### src/rtl/param_fifo_pkg.sv
// ============================================================
// param_fifo_pkg : FSM state encodings and count-width helper.
// Rev 1.0
// ============================================================
`default_nettype none

package param_fifo_pkg;

  localparam logic [2:0] ST_INIT        = 3'd0;
  localparam logic [2:0] ST_NO_OP       = 3'd1;
  localparam logic [2:0] ST_WRITE       = 3'd2;
  localparam logic [2:0] ST_READ        = 3'd3;
  localparam logic [2:0] ST_RD_WR       = 3'd4;
  localparam logic [2:0] ST_WR_ERROR    = 3'd5;
  localparam logic [2:0] ST_RD_ERROR    = 3'd6;
  localparam logic [2:0] ST_RD_WR_ERROR = 3'd7;

  // One extra bit so the count can represent DEPTH itself.
  function automatic int cnt_width(input int depth);
    return $clog2(depth) + 1;
  endfunction

endpackage

`default_nettype wire

### src/rtl/param_fifo_mem.sv
// ============================================================
// param_fifo_mem : FIFO storage, synchronous write, async read.
// Rev 1.0
// ============================================================
`default_nettype none

module param_fifo_mem #(
  parameter int DATA_WIDTH = 32,
  parameter int DEPTH      = 8
) (
  input  logic                     clk,
  input  logic                     wr_en,
  input  logic [$clog2(DEPTH)-1:0] wr_addr,
  input  logic [DATA_WIDTH-1:0]    wr_data,
  input  logic [$clog2(DEPTH)-1:0] rd_addr,
  output logic [DATA_WIDTH-1:0]    rd_data
);

  logic [DATA_WIDTH-1:0] mem [DEPTH];

  always_ff @(posedge clk) begin
    if (wr_en) begin
      mem[wr_addr] <= wr_data;
    end
  end

  assign rd_data = mem[rd_addr];

endmodule

`default_nettype wire

### src/rtl/param_fifo.sv
// ============================================================
// param_fifo : single-clock FIFO with request/status FSM;
// watermark flags enabled by PARAM_FIFO_WATERMARK_EN. Rev 1.0
// ============================================================
`default_nettype none

module param_fifo
  import param_fifo_pkg::*;
#(
  parameter int DATA_WIDTH = 32,
  parameter int DEPTH      = 8,
  parameter int AF_LEVEL   = DEPTH - 2,
  parameter int AE_LEVEL   = 2
) (
  input  logic                        clk,
  input  logic                        reset_n,
  input  logic                        wr_en,
  input  logic                        rd_en,
  input  logic [DATA_WIDTH-1:0]       d_in,
  output logic [DATA_WIDTH-1:0]       d_out,
  output logic                        full,
  output logic                        empty,
  output logic                        wr_ack,
  output logic                        wr_err,
  output logic                        rd_ack,
  output logic                        rd_err,
  output logic                        almost_full,
  output logic                        almost_empty,
  output logic [cnt_width(DEPTH)-1:0] data_count
);

  localparam int ADDR_W = $clog2(DEPTH);
  localparam int CNT_W  = cnt_width(DEPTH);
  localparam logic [CNT_W-1:0] FULL_CNT = CNT_W'(DEPTH);

  logic [2:0]            state;
  logic [2:0]            state_nxt;
  logic [ADDR_W-1:0]     head;
  logic [ADDR_W-1:0]     tail;
  logic [DATA_WIDTH-1:0] mem_rd_data;
  logic                  wr_acc;
  logic                  rd_acc;

  assign full  = (data_count == FULL_CNT);
  assign empty = (data_count == '0);

  // A full FIFO still takes a write when the same cycle's read frees a slot.
  assign wr_acc = wr_en && (!full || rd_en);
  assign rd_acc = rd_en && !empty;

  always_ff @(posedge clk or negedge reset_n) begin
    if (!reset_n) begin
      state <= ST_INIT;
    end else begin
      state <= state_nxt;
    end
  end

  always_comb begin
    state_nxt = ST_NO_OP;
    if (wr_acc && rd_acc) begin
      state_nxt = ST_RD_WR;
    end else if (wr_acc) begin
      state_nxt = rd_en ? ST_RD_WR_ERROR : ST_WRITE;
    end else if (rd_acc) begin
      state_nxt = wr_en ? ST_RD_WR_ERROR : ST_READ;
    end else if (wr_en) begin
      state_nxt = ST_WR_ERROR;
    end else if (rd_en) begin
      state_nxt = ST_RD_ERROR;
    end
  end

  // Only the read side can be rejected in RD_WR_ERROR (write on empty is always taken).
  always_comb begin
    wr_ack = 1'b0;
    wr_err = 1'b0;
    rd_ack = 1'b0;
    rd_err = 1'b0;
    case (state)
      ST_WRITE:       wr_ack = 1'b1;
      ST_READ:        rd_ack = 1'b1;
      ST_RD_WR: begin
        wr_ack = 1'b1;
        rd_ack = 1'b1;
      end
      ST_WR_ERROR:    wr_err = 1'b1;
      ST_RD_ERROR:    rd_err = 1'b1;
      ST_RD_WR_ERROR: begin
        wr_ack = 1'b1;
        rd_err = 1'b1;
      end
      default: ;
    endcase
  end

  always_ff @(posedge clk or negedge reset_n) begin
    if (!reset_n) begin
      head       <= '0;
      tail       <= '0;
      data_count <= '0;
      d_out      <= '0;
    end else begin
      d_out <= rd_acc ? mem_rd_data : '0;
      if (wr_acc) begin
        tail <= tail + 1'b1;
      end
      if (rd_acc) begin
        head <= head + 1'b1;
      end
      case ({wr_acc, rd_acc})
        2'b10:   data_count <= data_count + 1'b1;
        2'b01:   data_count <= data_count - 1'b1;
        default: data_count <= data_count;
      endcase
    end
  end

  param_fifo_mem #(
    .DATA_WIDTH (DATA_WIDTH),
    .DEPTH      (DEPTH)
  ) u_mem (
    .clk     (clk),
    .wr_en   (wr_acc),
    .wr_addr (tail),
    .wr_data (d_in),
    .rd_addr (head),
    .rd_data (mem_rd_data)
  );

`ifdef PARAM_FIFO_WATERMARK_EN
  localparam logic [CNT_W-1:0] AF_CNT = CNT_W'(AF_LEVEL);
  localparam logic [CNT_W-1:0] AE_CNT = CNT_W'(AE_LEVEL);

  assign almost_full  = (data_count >= AF_CNT);
  assign almost_empty = (data_count <= AE_CNT);
`else
  assign almost_full  = 1'b0;
  assign almost_empty = 1'b0;
`endif

endmodule

`default_nettype wire

### config.mk
export PLATFORM = sky130hd
export DESIGN_NAME = param_fifo
export DESIGN_NICKNAME = d
export VERILOG_FILES = /design/src/rtl/param_fifo_pkg.sv /design/src/rtl/param_fifo_mem.sv /design/src/rtl/param_fifo.sv
export SDC_FILE = /design/constraint.sdc
export NUM_CORES = 1
export LEC_CHECK = 0
export CORE_MARGIN = 8
export CORE_UTILIZATION = 40
export DETAILED_ROUTE_END_ITERATION = 8
export PLACE_DENSITY_LB_ADDON = 0.15
export SLEW_MARGIN = 10
export SYNTH_ARGS = -nofsm -noshare
export SYNTH_HDL_FRONTEND = slang
export SYNTH_SLANG_ARGS = --single-unit
export TNS_END_PERCENT = 5
### constraint.sdc
create_clock -name clk -period 6.95 [get_ports clk]
set_clock_uncertainty 0.2 [all_clocks]
set_input_delay 1.39 -clock clk [delete_from_list [all_inputs] [get_ports clk]]
set_output_delay 1.39 -clock clk [all_outputs]
set_load 0.1 [all_outputs]
After elaboration in Yosys (flattened, before gate mapping) --
Memories as Yosys holds them, arrays and structs flattened. Cells that the tools add are included.
Operators by class: reduce and logical (&&, ||, !) cells 11, mux-type cells 15, $mul 0, order comparisons 0, eq/ne operators 9, shift-type cells 0, bitwise logic cells 0, divide/modulo/power cells 0, add/subtract/negate cells 4
Operator list (count):
- two-way mux 32 bit | 1
- two-way mux 3 bit | 7
- equality test 3 bit, second input constant | 4
- one-hot mux 4 bit (2 select lines) | 1
- adder 3 x 1 -> 3 bit, second input constant | 2
- equality test 3 x 2 -> 1 bit, second input constant | 2
- two-way mux 1 bit | 6
- adder 4 x 1 -> 4 bit, second input constant | 1
- equality test 4 bit, second input constant | 1
- logical NOT 4 bit | 1
- OR reduction 2 bit | 2
- subtractor 4 x 1 -> 4 bit, second input constant | 1
- logical AND 1 bit | 3
- OR reduction 3 bit | 1
- equality test 2 x 1 -> 1 bit, second input constant | 1
- equality test 2 bit, second input constant | 1
- logical NOT 1 bit | 2
- nonzero test 2 bit | 1
- logical OR 1 bit | 1
Storage, ports and cells: flip-flop bits (word level) 45, memories kept 1, bits in latches 0, input port bits 36, memory bits (writable) 256, memory bits (read-only) 0
Memories:
- u_mem.mem | depth 8, width 32, read ports 1, clocked after memory_dff 0, wr ports 1, RTL line param_fifo_mem.sv:19 | logic [DATA_WIDTH-1:0] mem [DEPTH];

Longest topological paths before layout --
Gate-level depths: netlist of run 1.
depth after elaboration 6, gate-level depth with buffers 12

Hierarchy --
A second synthesis of run 1 with hierarchy kept.
Second synthesis, totals: cell total of the unflattened synthesis 522, area, all modules 11661.2 um^2
By module, submodules not included:
- param_fifo_mem | cells an instance 383, area each 9825.7 um^2, times used 1
- param_fifo | cells an instance 139, area each 1835.5 um^2, times used 1

Worst setup path after synthesis of run 1 --
OpenSTA, ideal clock, no wires.
path kind input to register, start input rd_en, end memory u_mem.mem[0][0] (enable), cell stages on the path 4, library setup time 0.501 ns, buffers on the path 1, path slack 1.229 ns, arrival time 5.020 ns, required time 6.249 ns, cells stage by stage clkbuf_1 nand2b_1 o21ai_4 nor4_1
Between the ends: word-level cells in the longest chain between the ends 4
RTL lines:
- start: declaration | RTL line param_fifo.sv:18 | input logic rd_en,
- logical OR 1 bit | RTL line param_fifo.sv:48 | assign wr_acc = wr_en && (!full || rd_en);
- logical AND 1 bit | RTL line param_fifo.sv:48
- two-way mux 1 bit | RTL line param_fifo_mem.sv:22 | if (wr_en) begin
- two-way mux 1 bit (implied by the code) | RTL line param_fifo_mem.sv:23 | mem[wr_addr] <= wr_data;
- end: declaration | RTL line param_fifo_mem.sv:19
Every way passes these cells.

Worst setup path in the final report of run 1 --
start register data_count[2], end output full
Between the ends: word-level cells in the longest chain between the ends 1
RTL lines:
- start: declaration | RTL line param_fifo.sv:29 | output logic [cnt_width(DEPTH)-1:0] data_count
- start signal: assignment | RTL line param_fifo.sv:112 | 2'b10: data_count <= data_count + 1'b1;
- start signal: assignment | RTL line param_fifo.sv:113 | 2'b01: data_count <= data_count - 1'b1;
- start signal: assignment | RTL line param_fifo.sv:114 | default: data_count <= data_count;
- equality test 4 bit | RTL line param_fifo.sv:44 | assign full = (data_count == FULL_CNT);
- end: declaration | RTL line param_fifo.sv:21 | output logic full,
Every way passes these cells.

==> results of run 1 <==
[power by group]
group | internal (mW) | switching [mW] | total (mW) | leakage (nW)
Clock | 0.913 | 0.647 | 1.56 | 0.474
Combinational | 0.765 | 1.48 | 2.24 | 1.20
Sequential | 2.31 | 0.206 | 2.52 | 2.89
Total | 3.99 | 2.33 | 6.32 | 4.56
[flip-flops by register name (all words and copies together), names as in the netlist]
signal,flops
u_mem.mem,256
data_count,4
d_out,32
head,3
tail,3
state,3
[cell type report]
class	instances	area share, %
timing repair buffer	87	6.21
sequential	301	65.1
clock inverter	13	0.721
tap	378	3.49
clock buffer	42	6.48
inverter	4	0.129
multi-input combinational	201	17.8
[Yosys cell counts, types with 2 or more instances]
cell type	n
inv_1	2
ha_1	6
buf_2	7
buf_4	7
or3_1	2
nor4_1	2
edfxtp_1	256
o21ai_4	2
buf_1	8
xnor2_1	6
nor3_1	6
nand2_1	11
mux4_2	64
mux2i_1	32
clkbuf_1	3
mux2_2	2
nor2_1	40
nand2b_1	7
nand3b_1	2
o21ai_0	3
xor2_1	3
buf_6	2
dfrtp_1	45
a21oi_1	5
[worst reg2reg max path: cells and delay by family (launching register included)]
kind,cells,cell delay [ns]
buffers and inverters,1,0.16
xor gates and xnor gates,3,0.47
DFF,1,0.46
adders and majority gates,2,0.51
and+or+nand+nor,2,0.60
AOI/OAI and AO/OA,2,1.09
[logic make-up after synthesis]
| group | count (synthesis) | synth area share, % |
|---|---|---|
| buf+inv | 31 | 1.49 |
| simple gates | 74 | 2.91 |
| other cells | 1 | 0.0331 |
| mux | 98 | 15.7 |
| flops | 301 | 77.7 |
| compound gates | 12 | 0.805 |
| fa+ha+maj | 6 | 0.662 |
| xor+xnor | 9 | 0.695 |
[worst max-delay path by stage]
stage	start	end	slack [ns]	cells after the start
finish	data_count[2]	full	2.45	3
floorplan	rd_en	u_mem.mem[0][0]	1.23	4
CTS	data_count[2]	full	2.39	3
detailed placement	rd_en	u_mem.mem[7][20]	2.70	6
global route	data_count[2]	full	2.32	3
global placement	rd_en	u_mem.mem[6][20]	2.78	6
[layer usage]
metal  vias up  track usage (%)  share of wire [%]
met1      2719             15.5                 43
met4         0             3.45                1.8
met2       101             22.2                 51
met3        35             2.32                4.8
met5         -                0                  0
li1       2306                -                  -
==> impl_metrics.tcl, run 1 <==
set metrics [dict create \
    fin_area_um2 13500 \
    cp_num_buf_inv 1 \
    seqCellArea_um2 8820 \
    die_w_um 184 \
    critPathTopFamily "buffers and inverters" \
    fin_ws_ns 2.45 \
    cp_cell_sequence "or3_1 -> nor2_1 -> clkdlybuf4s50_1" \
    postLayoutCoreUtil_pct 48.6 \
    peakVddDrop_v 0.000268 \
    cts_buffers 30 \
    dp.cells 971 \
    yosysUniqueCellTypes 33 \
    grt_max_degree 67 \
    holdCritStartpoint "data_count[2]" \
    cts_tree "done" \
    dpl_worst_slack_ns 2.70 \
    drtPass1Iterations 4 \
    timing_hold_violations_final 0 \
    cap_violations 0 \
    rr_startpoint "data_count[2]" \
    placed_cell_area_um2 12600 \
    ys.flop_type "edfxtp_1" \
    drive_above_1_share_pct 21.8 \
    path_clk_slew_ns 0.06 \
    overflow 0 \
    ys_async_sr_fraction_pct 15.0 \
    wl_um 20900 \
    synth_seq_cells 301 \
    detail_route.wl_per_cell_um 20.4 \
    diodes 0 \
    fmax_mhz 222 \
    slowest_stage "clkdlybuf4s50_1" \
    ctsResizeCount 0 \
    clock_sinks 301 \
    cpPeakStageDelay_ns 1.17 \
    finalPower_mw 6.32 \
    grt_pass1_wl_um 32700 \
    antenna_found_initial 0 \
    critPathMaxFanout 8 \
    hold_path_depth 1 \
    place_congestion 0.699 \
    min_period_over_period_pct 64.8 \
    clock-root-buffer "clkbuf_16" \
    synth_top_area_cell "edfxtp_1" \
    finalNonFillerCells 1026 \
    drt-initial-drc-count 298 \
    io_buffers 77 \
    tns_ns 0 \
    multi_input_area_um2 2420 \
    status "finished, final reports clean" \
    worst_slew_pin_slew_ns 1.17 \
    required_ns 5.36 \
    hold_path_end "data_count[2]" \
    die_area_um2 34000 \
    cts_buffer_depth 3 \
    num_vias 5161 \
    final_cell_mix "256 x edfxtp_1, 76 x clkdlybuf4s50_1, 64 x mux4_2, 42 x dfrtp_1, 37 x nor2_1" \
    r2r_setup_slack_ns 3.35 \
    synth_warnings 0 \
    synth.area.top_cells "edfxtp_1 68%, mux4_2 13%, dfrtp_1 9.9%" \
    end_kind "output port" \
    max-slew-margin-rel_pct 21.9 \
    grt_pass1_vias 5644 \
    drc 0 \
    post_cts_buffers 0 \
    slew_violations 0 \
    holdBufCountCts 0 \
    cts_htree_levels 1 \
    r2r.worst_path.cells 10 \
    worst_setup_path_start_kind "flop" \
    crit_type "reg -> out" \
    synth-seq-area-share_pct 77.7 \
    mappedNetlistArea_um2 11300 \
    clk_latency_ns 0.54 \
    nets 667 \
    p_per_area_nw_per_um2 467 \
    period_needed_ns 4.50 \
    hold_ws_ns 0.419 \
    worstReg2RegEnd "data_count[2]" \
    grt_usage_pct 12.5 \
    rsz0062_at_grt "no" \
    syn_area_per_cell_um2 21.3 \
    setup_viol 0 \
    syn_inst 532 \
    layout_commonest_cell "edfxtp_1" \
    rows 61 \
    hp-class "reg -> reg" \
    die_h_um 184 \
    p_leak_nw 4.56 \
    coreArea_um2 27900 \
    layout-area-overhead-vs-synth_pct 19.4 \
    io_pins 80 \
    start_util_pct 40.7 \
    vias_per_cell 5.03 \
    yosysTopAreaCellShare_pct 67.8 \
    synth-edff-count 256 \
    antenna_left 0 \
    hpwl_um 12000 \
    fill_cells 2272 \
    crit_arrival_ns 2.91 \
]
(Power assumes the default switching activity.)
==> inputs of run 2 (changes only) <==
==> constraint.sdc (replaced) <==
create_clock -name clk -period 4.3 [get_ports clk]
set_clock_uncertainty 0.2 [all_clocks]
set_input_delay 0.86 -clock clk [delete_from_list [all_inputs] [get_ports clk]]
set_output_delay 0.86 -clock clk [all_outputs]
set_load 0.1 [all_outputs]
==> impl_metrics.tcl, run 2 (synthesis results as in run 1) <==
set metrics [dict create \
    status "finished, final reports clean" \
    detail_route.wl_per_cell_um 21.3 \
    antenna_found_initial 0 \
    cts_htree_levels 2 \
    top_register "u_mem.mem" \
    overflow 0 \
    cp_cell_sequence "nand2b_1 -> o21ai_0 -> clkdlybuf4s50_1" \
    final_cell_mix "256 x edfxtp_1, 73 x clkdlybuf4s50_1, 64 x mux4_2, 42 x dfrtp_1, 37 x nor2_1" \
    place_congestion 0.706 \
    die_w_um 184 \
    cts_buffer_depth 3 \
    grt_pass1_wl_um 35000 \
    holdBufCountCts 0 \
    crit_type "reg -> out" \
    drive_above_1_share_pct 24.5 \
    worst_setup_path_start_kind "flop" \
    io_pins 80 \
    slew_violations 0 \
    clock-root-buffer "clkbuf_16" \
    period_needed_ns 3.40 \
    min_period_over_period_pct 79.1 \
    postLayoutCoreUtil_pct 49.6 \
    required_ns 3.24 \
    max-slew-margin-rel_pct 33.7 \
    cts_buffers 34 \
    vias_per_cell 4.99 \
    fill_cells 2229 \
    top_regs "u_mem.mem x256, d_out x32, data_count x4" \
    num_vias 5211 \
    layout-area-overhead-vs-synth_pct 21.8 \
    drtPass1Iterations 4 \
    finalPower_mw 10.7 \
    clock_sinks 301 \
    wl_um 22300 \
    hp-class "in -> async" \
    hpwl_um 13800 \
    path_clk_slew_ns 0.06 \
    finalNonFillerCells 1044 \
    peakVddDrop_v 0.000403 \
    grt_max_degree 40 \
    layout_commonest_cell "edfxtp_1" \
    tns_ns 0 \
    grt_pass1_vias 5884 \
    rsz0062_at_grt "no" \
    cts_tree "done" \
    cap_violations 0 \
    coreArea_um2 27900 \
    end_kind "output port" \
    die_h_um 184 \
    setup_viol 0 \
    drc 0 \
    clk_latency_ns 0.51 \
    nets 683 \
    timing_hold_violations_final 0 \
    rows 61 \
    hold_ws_ns 0.162 \
    p_per_area_nw_per_um2 777 \
    fmax_mhz 294 \
    largest_register_ffs 256 \
    critPathMaxFanout 4 \
    post_cts_buffers 0 \
    antenna_left 0 \
    slowest_stage "clkdlybuf4s50_1" \
    diodes 0 \
    die_area_um2 34000 \
    p_leak_nw 4.74 \
    dp.cells 983 \
    crit_arrival_ns 2.34 \
    drt-initial-drc-count 357 \
    grt_usage_pct 13.6 \
    ctsResizeCount 0 \
    worst_slew_pin_slew_ns 0.991 \
    cpPeakStageDelay_ns 1.15 \
    io_buffers 77 \
    start_util_pct 40.7 \
]
## run 2: final timing paths
kind,slack (ns),cells after the start,end,start
worst max register to register,1.38,9,data_count[2],data_count[2]
worst min-delay path,0.16,1,data_count[3],reset_n
worst min register to register,0.44,1,data_count[2],data_count[2]
worst max-delay path,0.90,3,wr_ack,state[0]
max in group asynchronous,2.92,2,head[0],reset_n
min in group clk,0.44,1,data_count[2],data_count[2]
## run 2: metrics by stage
stage / setup slack (ns) / cell area (um^2)
floorplan: -0.784 / 11400
global placement: 0.804 / 12700
detailed placement: 0.696 / 12700
CTS: 0.855 / 13800
global route: 0.754 / 13800
finish: 0.899 / 13800
## run 2: area by class of cell
| type | instances | area [um^2] | share of cell area [%] |
|---|---|---|---|
| Sequential cell | 301 | 8820 | 63.8 |
| Clock inverter | 21 | 268 | 1.94 |
| Tap cell | 378 | 473 | 3.42 |
| Clock buffer | 40 | 895 | 6.47 |
| Inverter | 4 | 17.5 | 0.127 |
| Timing Repair Buffer | 99 | 923 | 6.68 |
| Multi-Input combinational cell | 201 | 2420 | 17.5 |
## run 2: report_power, final
part / switching (mW) / leakage (nW) / internal [mW]
combinational: 2.35 / 1.27 / 1.26
clock: 1.12 / 0.580 / 1.86
sequential: 0.420 / 2.89 / 3.73
## run 2: routing by layer
metal	track usage, %	vias to the layer above	part of all wire [%]
met5	0	-	0
met4	4.32	0	2.0
li1	-	2343	-
met3	2.84	37	4.1
met2	23.6	109	51
met1	17.0	2722	43
## run 2: critical path, delay by kind of cell, from the launching register on
| kind | cells | cell delay [ns] |
|---|---|---|
| flops | 1 | 0.40 |
| simple gates | 1 | 0.16 |
| compound gates | 1 | 0.14 |
| buf+inv | 1 | 1.15 |
==> RTL edit 1 (config.mk and constraints of run 2) <==
Put a register stage on the output `rd_err`, with the module's reset. The value now appears one clock later. The other outputs are not delayed to match.
--- a/src/rtl/param_fifo.sv
+++ b/src/rtl/param_fifo.sv
@@ -34,2 +34,4 @@
   localparam logic [CNT_W-1:0] FULL_CNT = CNT_W'(DEPTH);
+
+  logic rd_err_d;
 
@@ -78,3 +80,3 @@
     rd_ack = 1'b0;
-    rd_err = 1'b0;
+    rd_err_d = 1'b0;
     case (state)
@@ -87,6 +89,6 @@
       ST_WR_ERROR:    wr_err = 1'b1;
-      ST_RD_ERROR:    rd_err = 1'b1;
+      ST_RD_ERROR:    rd_err_d = 1'b1;
       ST_RD_WR_ERROR: begin
         wr_ack = 1'b1;
-        rd_err = 1'b1;
+        rd_err_d = 1'b1;
       end
@@ -141,2 +143,10 @@
 
+  always_ff @(posedge clk or negedge reset_n) begin
+    if (!reset_n) begin
+      rd_err <= '0;
+    end else begin
+      rd_err <= rd_err_d;
+    end
+  end
+
 endmodule
Behaviour: not the same (Yosys sat finds a counterexample within 4 cycles, from zero or initial values and one cycle with reset_n low).
==> RTL edit 1 against run 2 <==
Global-route usage down 0.44 points; routed wire length down 1.5%; worst setup slack lost 0.069 ns; area after synthesis is the same; highest routed layer unchanged; sequential cell count is 1 higher; die area did not move; register-to-register slack better by 0.05 ns; worst hold slack lost 0.029 ns; core utilization down 0.35 points; design area shrank 0.72%; largest power group unchanged; final cell count shrank 0.38%; total power decreased by 2.9%; count of clock-buffer cells in the layout is the same.
==> RTL edit 1: results (changes against run 2) <==
| Metric | Value |
|---|---|
| DP HPWL | `13200 µm (-4.4%)` |
| FFs w/ async S/R, synth | `0.152 (+0.00282)` |
| Antenna Diode Count | `0 (unchanged)` |
| Hold Crit Class | `primary input to async pin` |
| Nets | `680 (-0.44%)` |
| Number of flops mapped to enable cells by yosys | `256 (unchanged)` |
| Via-to-Cell Ratio | `5.07 (+1.5%)` |
| Top Registers | `u_mem.mem (256), d_out (32), data_count (4)` |
| R2r worst-path depth | `9 (unchanged)` |
| Clock transition at path regs | `0.06 ns (about the same)` |
| Wire length on met1 | `9760 µm (+2.9%)` |
| Maximum vdd drop | `0.325 mV (-19%)` |
| Vias in the first global route | `5828 (-0.95%)` |
| Initial antenna violation count | `0 (unchanged)` |
| Fill cells | `2282 (+2.4%)` |
| Synth top area cells | `edfxtp_1 68%, mux4_2 13%, dfrtp_1 10%` |
| GRT met2 Usage | `0.225 (-0.0111)` |
| Arr. time, crit path | `2.41 ns (+0.07 ns)` |
| Sequential area share after synthesis | `0.779 (+0.00221)` |
| Place WS | `0.826 ns (+0.130 ns)` |
| Post CTS Setup Buffer Count | `0 (unchanged)` |
| Detailed Route Iter0 Violations | `334 (-6.4%)` |
| Met3 wire length | `1050 µm (+14%)` |
| Post-synth cell types | `33 (unchanged)` |
| Met1 Usage GRT | `0.175 (+0.00489)` |
| Met2 wire len | `10800 µm (-5.4%)` |
| Worst-skew pair later-pin latency | `0.53 ns (+0.02 ns)` |
| Root Buffer | `clkbuf_16` |
| GRT met3 Usage | `0.0254 (-0.00295)` |
| Clock buffer depth | `3 (unchanged)` |
| First-pass GRT wire length | `34400 µm (-1.7%)` |
| LEAKAGE | `4.68 nW (-1.2%)` |
| GP Congestion | `0.684 (-3.2%)` |
| Net Sw Power | `3.81 mW (-2.2%)` |
| Largest net degree at the start of global routing | `41 (+2.5%)` |
| Share of cells above drive strength 1 | `0.234 (-0.0106)` |
| IO Port Bufs | `77 (unchanged)` |
| Tot GR Track Use | `0.132 (-0.00436)` |
| Relative slew slack | `0.340 (+0.00320)` |
| Post-synth top cells | `256 x edfxtp_1, 64 x mux4_2, 46 x dfrtp_1, 39 x nor2_1, 32 x mux2i_1` |
| YS warnings | `0 (unchanged)` |
| WL/cell | `21.1 µm (-1.2%)` |
| DR top layer | `met4` |
| Status | `finished, final reports clean` |
| Htree depth | `1 (-1)` |
| CTS Buf Count | `31 (-8.8%)` |
| Worst-path fanout max | `4 (unchanged)` |
| 1st-pass router iterations | `5 (+1)` |
| Post-cts sizing count | `0 (unchanged)` |
==> RTL edit 1: final cells by class <==
cell class	instances	area, µm²	share of cell area
clock buffer	40	840	0.0612
clock inverter	17	181	0.0132
inverter	5	18.8	0.00137
multi-input combinational	199	2420	0.176
sequential	302	8840	0.645
tap	378	473	0.0345
timing repair buffer	99	948	0.0691
==> RTL edit 1: final timing paths <==
check	startpoint	slack (ns)	endpoint
hold reg to reg	state[1]	0.34	rd_err
setup reg to reg	data_count[2]	1.43	data_count[2]
setup / recovery	state[0]	0.83	wr_ack
min in group clk	state[1]	0.34	rd_err
hold / removal	reset_n	0.13	state[2]
max in group asynchronous	reset_n	2.90	head[2]
==> RTL edit 1: power by group through the flow <==
stage	Clock [mW]	Combinational, mW	Sequential (mW)
finish	2.65	3.69	4.09
CTS	2.71	3.77	4.11
global placement	0	3.75	4.14
global route	2.82	3.90	4.17
floorplan	0	1.69	5.21
detailed placement	0	3.76	4.16
==> RTL edit 1: per-stage QoR <==
stage	cell area [µm²]	setup TNS (ns)	instances
final	13700	0	1040
after global routing	13700	0	1040
after CTS	13700	0	1040
after detailed placement	12700	0	983
after global placement	12700	0	983
after floorplan	11400	-14.97	530
==> RTL edit 1: worst max-delay path, cell delays in order (launching register included) <==
cell and delay [ns]:
dfrtp_1 0.39, nand2b_1 0.16, o21ai_0 0.16, clkdlybuf4s50_1 1.16
==> RTL edit 1: logic make-up after synthesis <==
group | Yosys count | share of synthesized area
other | 1 | 0.000331
DFF | 302 | 0.779
muxes | 98 | 0.157
and+or+nand+nor | 71 | 0.0276
xor gates and xnor gates | 9 | 0.00695
adders and majority gates | 6 | 0.00662
AOI/OAI and AO/OA | 13 | 0.00882
buffers and inverters | 29 | 0.0135
==> RTL edit 2 (settings of run 2) <==
Made on the original files. The option `PARAM_FIFO_WATERMARK_EN` is turned on by a define.
--- a/src/rtl/param_fifo.sv
+++ b/src/rtl/param_fifo.sv
@@ -5,2 +5,4 @@
 `default_nettype none
+
+`define PARAM_FIFO_WATERMARK_EN
 
Formal check against the unedited RTL: not equivalent (Yosys sat finds a counterexample within 4 cycles, from zero or initial values and one cycle with reset_n low).
==> RTL edit 2 against run 2 <==
Clock power down 11%; routed wire length up 0.74%; area after synthesis down 0.39%; die area down 0.36%; design area down 1.2%; maximum frequency down 5.5%; sequential cell count unchanged; final cell count down 3.2%; sequential power down 2%; total power down 6.6%; combinational power down 7.2%; core utilization down 0.44 points; worst setup slack worse by 0.20 ns; worst hold slack worse by 0.096 ns.
==> RTL edit 2: results (changes against run 2) <==
| Metric | Value |
|---|---|
| Arr. time, crit path | `2.54 ns (+0.20 ns)` |
| Crit-path leading delay family | `buffers and inverters` |
| Nets | `651 (-4.7%)` |
| Relative slew slack | `0.197 (-0.140)` |
| IO Port Bufs | `79 (+2.6%)` |
| Share of cells above drive strength 1 | `0.245 (+0.000508)` |
| LEAKAGE | `4.57 nW (-3.4%)` |
| Htree depth | `1 (-1)` |
| Routed Wire Length | `22400 µm (+0.74%)` |
| Cell count after synthesis | `506 (-4.9%)` |
| Clock buffer depth | `3 (unchanged)` |
| Vias in the first global route | `5812 (-1.2%)` |
| Non-Filler Instances | `1011 (-3.2%)` |
| Post-cts sizing count | `0 (unchanged)` |
| Tot GR Track Use | `0.136 (-0.000505)` |
| Detailed Route Iter0 Violations | `403 (+13%)` |
| Post-synth cell types | `44 (+33%)` |
| Post CTS Setup Buffer Count | `0 (unchanged)` |
| Place WS | `0.558 ns (-0.138 ns)` |
| Final setup viols | `0 (unchanged)` |
| Number of flops mapped to enable cells by yosys | `256 (unchanged)` |
| CTS Buf Count | `30 (-12%)` |
| Placed cells | `955 (-2.8%)` |
| Via-to-Cell Ratio | `5.21 (+4.4%)` |
| Net Sw Power | `3.53 mW (-9.2%)` |
| Clock transition at path regs | `0.06 ns (about the same)` |
| CP max stage delay | `1.17 ns (+0.02 ns)` |
| Synth top area cells | `edfxtp_1 68%, mux4_2 13%, dfrtp_1 10%` |
| Sequential area share after synthesis | `0.780 (+0.00301)` |
| FFs w/ async S/R, synth | `0.150 (unchanged)` |
| Root Buffer | `clkbuf_16` |
| First-pass GRT wire length | `35300 µm (+0.67%)` |
| Hold Crit Class | `primary input to async pin` |
| Post-synth top cells | `256 x edfxtp_1, 64 x mux4_2, 45 x dfrtp_1, 32 x a22o_1, 10 x clkbuf_1` |
| Top Registers | `u_mem.mem (256), d_out (32), data_count (4)` |
| Slowest CP cell | `clkdlybuf4s50_1` |
| YS warnings | `0 (unchanged)` |
| Initial antenna violation count | `0 (unchanged)` |
| DP Area | `0.0126 mm² (-0.11%)` |
| Status | `finished, final reports clean` |
| Syn Nets | `roughly 550` |
| Worst-skew pair later-pin latency | `0.54 ns (+0.03 ns)` |
| Largest net degree at the start of global routing | `41 (+2.5%)` |
| 1st-pass router iterations | `4 (unchanged)` |
| GP Congestion | `0.685 (-3.1%)` |
| DP HPWL | `13100 µm (-4.8%)` |
| Maximum vdd drop | `0.371 mV (-8.0%)` |
| Worst-path fanout max | `13 (+9)` |
-- RTL edit 2: changes by cell type in the layout (fill, tap and decap cells not counted), moves of 5 or more --
cell,before,now
clkbuf_8,0,5
mux2i_1,32,1
nor2_1,37,2
a22o_1,0,32
buf_4,25,19
-- RTL edit 2: stage by stage --
step	utilization	hold slack (ns)	setup TNS, ns
2_1_floorplan	-	0.266	-24.31
3_3_place_gp	0.455	0.341	0
3_5_place_dp	0.455	0.372	0
4_1_cts	0.492	0.0640	0
5_1_grt	0.492	0.0776	0
6_report	0.492	0.0660	0
-- RTL edit 2: worst paths after layout --
check / from / endpoint / slack (ns) / cells after the start
max: data_count[1] / almost_empty / 0.70 / 2
min: reset_n / d_out[30] / 0.07 / 1
max reg2reg: data_count[2] / data_count[3] / 1.21 / 6
min reg2reg: head[2] / head[2] / 0.38 / 1
max in group asynchronous: reset_n / head[0] / 3.01 / 2
min in group clk: head[2] / head[2] / 0.38 / 1
-- RTL edit 2: cells by family after synthesis --
family                     synth area share
muxes                                 0.131
buffers and inverters                0.0178
and+or+nand+nor                      0.0205
adders and majority gates           0.00664
DFF                                   0.780
AOI/OAI and AO/OA                    0.0391
xor gates and xnor gates            0.00542
-- RTL edit 2: routing by layer --
layer	vias to the layer above	routed length (µm)	GRT usage
li1	2302	-	-
met1	2822	9460	0.174
met2	116	11300	0.234
met3	26	1310	0.0278
met4	0	316	0.0323
met5	-	0	0
-- RTL edit 2: final cells by class --
cell class	instances	area, µm²
fill	2315	14100
sequential	301	8820
multi-input combinational	171	2350
timing repair buffer	99	978
clock buffer	39	856
tap	378	473
clock inverter	16	158
inverter	6	22.5
antenna	1	2.50
-- RTL edit 2: power by group through the flow --
stage	Sequential (mW)	Combinational, mW	Clock [mW]
3_5_place_dp	4.13	3.41	0
5_1_grt	4.13	3.53	2.81
4_1_cts	4.07	3.42	2.69
2_1_floorplan	4.84	1.76	0
3_3_place_gp	4.10	3.39	0
6_report	4.05	3.35	2.63
